--- src/rtl/semaforo_pkg.sv ---
// Shared encodings and default phase durations for the traffic-light controller and its lamp monitor.
package semaforo_pkg;

   localparam logic [1:0] PH_RED   = 2'd0;
   localparam logic [1:0] PH_GREEN = 2'd1;
   localparam logic [1:0] PH_AMBER = 2'd2;
   localparam logic [1:0] PH_NONE  = 2'd3;

   localparam logic [2:0] FC_NONE            = 3'd0;
   localparam logic [2:0] FC_INVALID_PATTERN = 3'd1;
   localparam logic [2:0] FC_ILLEGAL_SEQ     = 3'd2;
   localparam logic [2:0] FC_TOO_SHORT       = 3'd3;
   localparam logic [2:0] FC_TOO_LONG        = 3'd4;

   localparam int T_RED_DEF   = 200;
   localparam int T_GREEN_DEF = 90;
   localparam int T_AMBER_DEF = 3;

   typedef struct packed {
      logic r;
      logic a;
      logic v;
   } lamp_t;

   typedef enum logic [2:0] {
      ST_SYNC,
      ST_RED,
      ST_GREEN,
      ST_AMBER,
      ST_FAULT
   } mon_state_t;

endpackage

--- src/rtl/semaforo_lamp_decode.sv ---
// Registers the r/a/v lamps once and one-hot decodes them into a phase plus an invalid flag.
// Latency: 1 clk from pins to ph_dat/invalid; no backpressure.
module semaforo_lamp_decode
   import semaforo_pkg::*;
(
   input  logic       clk,
   input  logic       rst,
   input  logic       r,
   input  logic       a,
   input  logic       v,
   output logic [1:0] ph_dat,
   output logic       invalid
);

   lamp_t lamp_q, lamp_d;

   always_comb begin
      lamp_d   = '0;
      lamp_d.r = r;
      lamp_d.a = a;
      lamp_d.v = v;
   end

   always_ff @(posedge clk) begin
      if (rst) lamp_q <= '0;
      else     lamp_q <= lamp_d;
   end

   always_comb begin
      ph_dat  = PH_NONE;
      invalid = 1'b0;
      case (lamp_q)
         3'b100:  ph_dat = PH_RED;
         3'b010:  ph_dat = PH_AMBER;
         3'b001:  ph_dat = PH_GREEN;
         default: invalid = 1'b1;
      endcase
   end

endmodule

--- src/rtl/semaforo_monitor.sv ---
// Lamp-side conflict monitor: checks pattern legality, red->green->amber order and phase durations; latches a fault code.
// Latency: fault visible 2 clk after the offending pins; no backpressure. SEMAFORO_MON_STATS_EN builds the cycles_ok counter.
module semaforo_monitor
   import semaforo_pkg::*;
#(
   parameter int T_RED   = T_RED_DEF,
   parameter int T_GREEN = T_GREEN_DEF,
   parameter int T_AMBER = T_AMBER_DEF,
   parameter int TOL     = 0,
   parameter int CW      = 8
) (
   input  logic        clk,
   input  logic        rst,
   input  logic        r,
   input  logic        a,
   input  logic        v,
   input  logic        clr_fault,
   output logic [1:0]  phase,
   output logic        fault,
   output logic [2:0]  fault_code,
   output logic        flash_req,
   output logic [15:0] cycles_ok
);

   localparam logic [CW:0] RED_MIN   = (CW+1)'(T_RED - TOL);
   localparam logic [CW:0] RED_MAX   = (CW+1)'(T_RED + TOL);
   localparam logic [CW:0] GREEN_MIN = (CW+1)'(T_GREEN - TOL);
   localparam logic [CW:0] GREEN_MAX = (CW+1)'(T_GREEN + TOL);
   localparam logic [CW:0] AMBER_MIN = (CW+1)'(T_AMBER - TOL);
   localparam logic [CW:0] AMBER_MAX = (CW+1)'(T_AMBER + TOL);

   logic [1:0]    s_ph;
   logic          s_invalid;
   mon_state_t    state_q, state_d;
   logic [CW-1:0] dur_q, dur_d;
   logic          first_red_q, first_red_d;
   logic [2:0]    code_q, code_d;
   logic [1:0]    cur_ph, succ_ph;
   mon_state_t    succ_st;
   logic [CW:0]   t_min, t_max, dur_ext, dur_inc;
`ifdef SEMAFORO_MON_STATS_EN
   logic          cycle_done;
`endif

   semaforo_lamp_decode u_decode (
      .clk     (clk),
      .rst     (rst),
      .r       (r),
      .a       (a),
      .v       (v),
      .ph_dat  (s_ph),
      .invalid (s_invalid)
   );

   always_comb begin
      cur_ph  = PH_NONE;
      succ_ph = PH_NONE;
      succ_st = ST_SYNC;
      t_min   = '0;
      t_max   = '0;
      case (state_q)
         ST_RED:   begin cur_ph = PH_RED;   succ_ph = PH_GREEN; succ_st = ST_GREEN; t_min = RED_MIN;   t_max = RED_MAX;   end
         ST_GREEN: begin cur_ph = PH_GREEN; succ_ph = PH_AMBER; succ_st = ST_AMBER; t_min = GREEN_MIN; t_max = GREEN_MAX; end
         ST_AMBER: begin cur_ph = PH_AMBER; succ_ph = PH_RED;   succ_st = ST_RED;   t_min = AMBER_MIN; t_max = AMBER_MAX; end
         default:  ;
      endcase
   end

   // One extra bit so dur+1 never wraps before the too-long compare.
   assign dur_ext = {1'b0, dur_q};
   assign dur_inc = dur_ext + (CW+1)'(1);

   always_comb begin
      state_d     = state_q;
      dur_d       = dur_q;
      first_red_d = first_red_q;
      code_d      = code_q;
`ifdef SEMAFORO_MON_STATS_EN
      cycle_done  = 1'b0;
`endif
      case (state_q)
         ST_SYNC: begin
            if (s_ph == PH_RED) begin
               state_d     = ST_RED;
               dur_d       = CW'(1);
               first_red_d = 1'b1;
            end
         end
         ST_RED, ST_GREEN, ST_AMBER: begin
            if (s_invalid) begin
               state_d = ST_FAULT;
               code_d  = FC_INVALID_PATTERN;
            end else if (s_ph != cur_ph && s_ph != succ_ph) begin
               state_d = ST_FAULT;
               code_d  = FC_ILLEGAL_SEQ;
            end else if (s_ph != cur_ph && dur_ext < t_min &&
                         !(state_q == ST_RED && first_red_q)) begin
               state_d = ST_FAULT;
               code_d  = FC_TOO_SHORT;
            end else if (s_ph == cur_ph && dur_inc > t_max) begin
               state_d = ST_FAULT;
               code_d  = FC_TOO_LONG;
            end else if (s_ph != cur_ph) begin
               state_d     = succ_st;
               dur_d       = CW'(1);
               first_red_d = 1'b0;
`ifdef SEMAFORO_MON_STATS_EN
               cycle_done  = (state_q == ST_AMBER);
`endif
            end else if (!(&dur_q)) begin
               dur_d = dur_q + CW'(1);
            end
         end
         ST_FAULT: begin
            if (clr_fault) begin
               state_d = ST_SYNC;
               code_d  = FC_NONE;
            end
         end
         default: state_d = ST_SYNC;
      endcase
   end

   always_ff @(posedge clk) begin
      if (rst) begin
         state_q     <= ST_SYNC;
         dur_q       <= '0;
         first_red_q <= 1'b0;
         code_q      <= FC_NONE;
      end else begin
         state_q     <= state_d;
         dur_q       <= dur_d;
         first_red_q <= first_red_d;
         code_q      <= code_d;
      end
   end

   always_comb begin
      phase = PH_NONE;
      case (state_q)
         ST_RED:   phase = PH_RED;
         ST_GREEN: phase = PH_GREEN;
         ST_AMBER: phase = PH_AMBER;
         default:  phase = PH_NONE;
      endcase
   end

   assign fault      = (state_q == ST_FAULT);
   assign flash_req  = (state_q == ST_FAULT);
   assign fault_code = code_q;

`ifdef SEMAFORO_MON_STATS_EN
   logic [15:0] cycles_q, cycles_d;

   always_comb cycles_d = cycle_done ? cycles_q + 16'd1 : cycles_q;

   always_ff @(posedge clk) begin
      if (rst) cycles_q <= '0;
      else     cycles_q <= cycles_d;
   end

   assign cycles_ok = cycles_q;
`else
   assign cycles_ok = '0;
`endif

endmodule

--- config.mk ---
export PLATFORM = sky130hd
export DESIGN_NAME = semaforo_monitor
export DESIGN_NICKNAME = d
export VERILOG_FILES = /design/src/rtl/semaforo_pkg.sv /design/src/rtl/semaforo_lamp_decode.sv /design/src/rtl/semaforo_monitor.sv
export SDC_FILE = /design/constraint.sdc
export NUM_CORES = 1
export LEC_CHECK = 0
export ABC_AREA = 1
export BUFFER_PORTS_ARGS = -buffer_cell sky130_fd_sc_hd__clkbuf_2
export CORE_UTILIZATION = 24
export DETAILED_ROUTE_END_ITERATION = 8
export PLACE_DENSITY = 0.4
export REMOVE_ABC_BUFFERS = 1
export SYNTH_ARGS = -nofsm -noshare
export SYNTH_HDL_FRONTEND = slang
export SYNTH_HIERARCHICAL = 1
export SYNTH_SLANG_ARGS = --single-unit
--- constraint.sdc ---
create_clock -name clk -period 2.4 [get_ports clk]
set_clock_uncertainty 0.1 [all_clocks]
set_input_delay 0.36 -clock clk [delete_from_list [all_inputs] [get_ports clk]]
set_output_delay 0.36 -clock clk [all_outputs]
set_load 0.05 [all_outputs]
==> flow_summary_export.csv <==
group,metric,value,unit
synthesis,synth_warnings,6,
power,p_int,0.984,mW
clock_network,cts-htree-levels,1,
global_routing,grt-ovfl-total,0,
power,leakagePower,0.993,nW
setup_path,required,2.44,ns
synthesis,synth_area_per_cell,6.55,sq um
placed_design,gp_congestion,0.763,
global_routing,grt_usage,11.8,%
synthesis,synthArstFlopShare,0,%
power,pwr-share-seq,19.1,%
setup_path,path_class,"reg2reg",
floorplanning,io_pins,29,
power,p_sw,1.12,mW
detailed_routing,wl_per_cell,11.5,um
timing,drv_slew,0,
final_layout,diodes,0,
timing,holdWs,0.180,ns
synthesis,yosysMostFrequentCell,"nand2_1",
clock_network,cts_hold_buf,0,
clock_network,cts_root_buffer,"clkbuf_8",
detailed_routing,viasPerCell,4.28,
detailed_routing,drt-pass1-iter-count,6,
timing,fin_crit_sh,99.9,%
setup_path,crit_family,"simple AND/OR/NAND/NOR gates",
floorplanning,die_area,0.00690,sq mm
clock_network,numCtsBuffers,3,
setup_path,cp.arrival,2.43,ns
synthesis,synth_common_cells,"53 x nand2_1, 31 x inv_1, 26 x nand3_1, 26 x nor2_1, 18 x dfxtp_1",
synthesis,ys.flop_type,"dfxtp_1",
timing,max_freq,417,MHz
clock_network,cts_sinks,18,
floorplanning,coreArea,0.00635,sq mm
detailed_routing,drtIter0Drc,76,
power,clkPwrFrac,12.5,%
setup_path,cpPeakStageDelay,0.37,ns
detailed_routing,ant_nets,0,
power,combPwrFrac,68.3,%
placed_design,dp_slack,-0.0721,ns
power,power.density,1030,mW/mm^2
placed_design,io_buffers,12,
run_status,status,"finished, final reports clean",
final_layout,fillerInstances,699,
global_routing,antenna_found_initial,0,
setup_path,cp_slowest_cell,"dfxtp_4",
synthesis,synth_seq_area_share,22.8,%
synthesis,synth_top_area_share,22.8,%
timing,fin_crit,2.40,ns
floorplanning,fp.dieH,83.1,um
synthesis,yosysTopAreaCell,"dfxtp_1",
setup_path,cp-end-kind,"flop",
synthesis,ys_ff_latch,18,
setup_path,worst-path-buf-inv,3,
timing,hold_violations,0,
detailed_routing,vias,1520,
floorplanning,rows,29,
min_path,hold_path_class,"in2reg",
clock_network,clk_pin_slew,0.08,ns
setup_path,worstSetupStartpointType,"flop",
synthesis,syn_inst,241,
clock_network,cts_tree,"yes",
timing,rsz0062_at_grt,"yes",
power,p_total,2.10,mW
synthesis,syn-cell-area,0.00158,sq mm
power,swShare,53.2,%
detailed_routing,wirelength,4070,um
placed_design,dp_hpwl,3120,um
setup_path,path_max_fanout,8,
final_layout,drive_gt1_share,31.7,%
clock_network,clockBufferDepth,2,
synthesis,synth_cell_types,28,
global_routing,grt_pass1_wl,6640,um
timing,worst_slack,0.00208,ns
timing,setup_viol,0,
floorplanning,start_util,24.8,%
power,ir_drop,267,uV
global_routing,grt_max_degree,17,
flow_run,cap_violations,0,
final_layout,syn2layout_area_growth,29.3,%
global_routing,first_global_vias,1417,
synthesis,synthTopCellsByArea,"dfxtp_1 23%, nand2_1 13%, ha_1 10%, nand3_1 8.2%, buf_4 8.1%",
synthesis,synth_edf_count,0,
clock_network,clk_latency,0.26,ns
final_layout,fin_nets,298,
floorplanning,fp.dieW,83.1,um
detailed_routing,drc,0,
setup_path,path_cells,"ha_4 -> nand2_2 -> inv_2 -> nand2_2 -> xor2_1 -> inv_1 -> ha_4 -> nand2_1 -> inv_1 -> nand4_1 -> nor3_2 -> nor2_2 -> nand3_2 -> nand3b_4 -> a21oi_2 -> nor2_1",
==> through the flow <==
stage	instance area (sq um)	std cells	utilization, %	setup TNS [ns]
after global placement	1820	348	28.7	-1.73
after floorplan	1500	237	-	-1.51
after CTS	1920	352	30.2	0
final	2040	355	32.1	0
after global routing	2040	355	32.1	-1.92
after detailed placement	1820	348	28.7	-0.519
==> cell type report <==
| cell class | count | area [sq um] | share of cell area (%) |
|---|---|---|---|
| multi-input combinational | 185 | 1140 | 55.7 |
| inverter | 34 | 128 | 6.25 |
| sequential | 18 | 370 | 18.1 |
| timing repair buffer | 37 | 255 | 12.5 |
| tap | 77 | 96.3 | 4.72 |
| clock buffer | 4 | 55.1 | 2.70 |
==> final timing paths <==
| check | startpoint | end | slack [ns] | depth (start not counted) |
|---|---|---|---|---|
| min reg2reg | fault_code[2]$_SDFFE_PP0P_ | fault_code[2]$_SDFFE_PP0P_ | 0.38 | 2 |
| min | v | u_decode/lamp_q[0]$_SDFF_PP0_ | 0.18 | 3 |
| max | dur_q[1]$_SDFFE_PP0P_ | dur_q[2]$_SDFFE_PP0P_ | 0.002 | 16 |
| max reg2reg | dur_q[1]$_SDFFE_PP0P_ | dur_q[2]$_SDFFE_PP0P_ | 0.002 | 16 |
==> metal layers <==
metal | share of wire, % | vias to the layer above | GRT usage, % | wire length, um
met4 | 0.84 | 0 | 3.76 | 34
met5 | 0 | - | 0 | 0
met2 | 47 | 27 | 19.8 | 1920
met3 | 2.0 | 2 | 1.09 | 80
met1 | 50 | 687 | 15.9 | 2030
li1 | - | 804 | - | -
==> registers in the layout, summed over array words and instances (netlist names) <==
signal / count
state_q: 3
first_red_q: 1
u_decode/lamp_q: 3
dur_q: 8
fault_code: 3
==> cells by family after synthesis <==
logic type,after synthesis,share of synthesized area (%)
flops,18,22.8
buf+inv,53,16.7
fa+ha+maj,13,10.3
simple gates,128,39.0
xor+xnor,6,3.81
compound gates,22,7.14
other cells,1,0.238
==> worst register-to-register path, delay by kind of cell (launching register included) <==
kind | cells | cell delay (ns)
adders and majority gates | 2 | 0.43
DFF | 1 | 0.37
xor gates and xnor gates | 1 | 0.14
buffers and inverters | 3 | 0.20
and+or+nand+nor | 9 | 0.86
AOI/OAI and AO/OA | 1 | 0.17
==> power groups by stage <==
stage	Sequential [mW]	Clock [mW]	Combinational, mW
6_report	0.402	0.264	1.44
5_1_grt	0.412	0.282	1.58
4_1_cts	0.397	0.274	1.37
3_5_place_dp	0.402	0	1.31
3_3_place_gp	0.402	0	1.32
2_1_floorplan	0.447	0	0.885
==> placed cells by master (no fill, tap or decap), types with 4 or more instances in the layout <==
cell type   n
a21oi_1    11
a21oi_2     4
buf_4      23
clkbuf_2   12
clkbuf_8    4
conb_1     16
dfxtp_1    14
ha_1       10
inv_1      30
nand2_1    46
nand2_2    12
nand3_1    24
nor2_1     21
nor2_2      7
o21ai_0     5
xor2_1      4
==> what timing repair did <==
item,in CTS,in global routing
pin swaps,6,20
setup buffers,0,3
gates cloned,0,0
hold endpoints to repair,0,0
gates resized for setup,12,25
setup endpoints to repair,15,15
(Power assumes the default switching activity.)
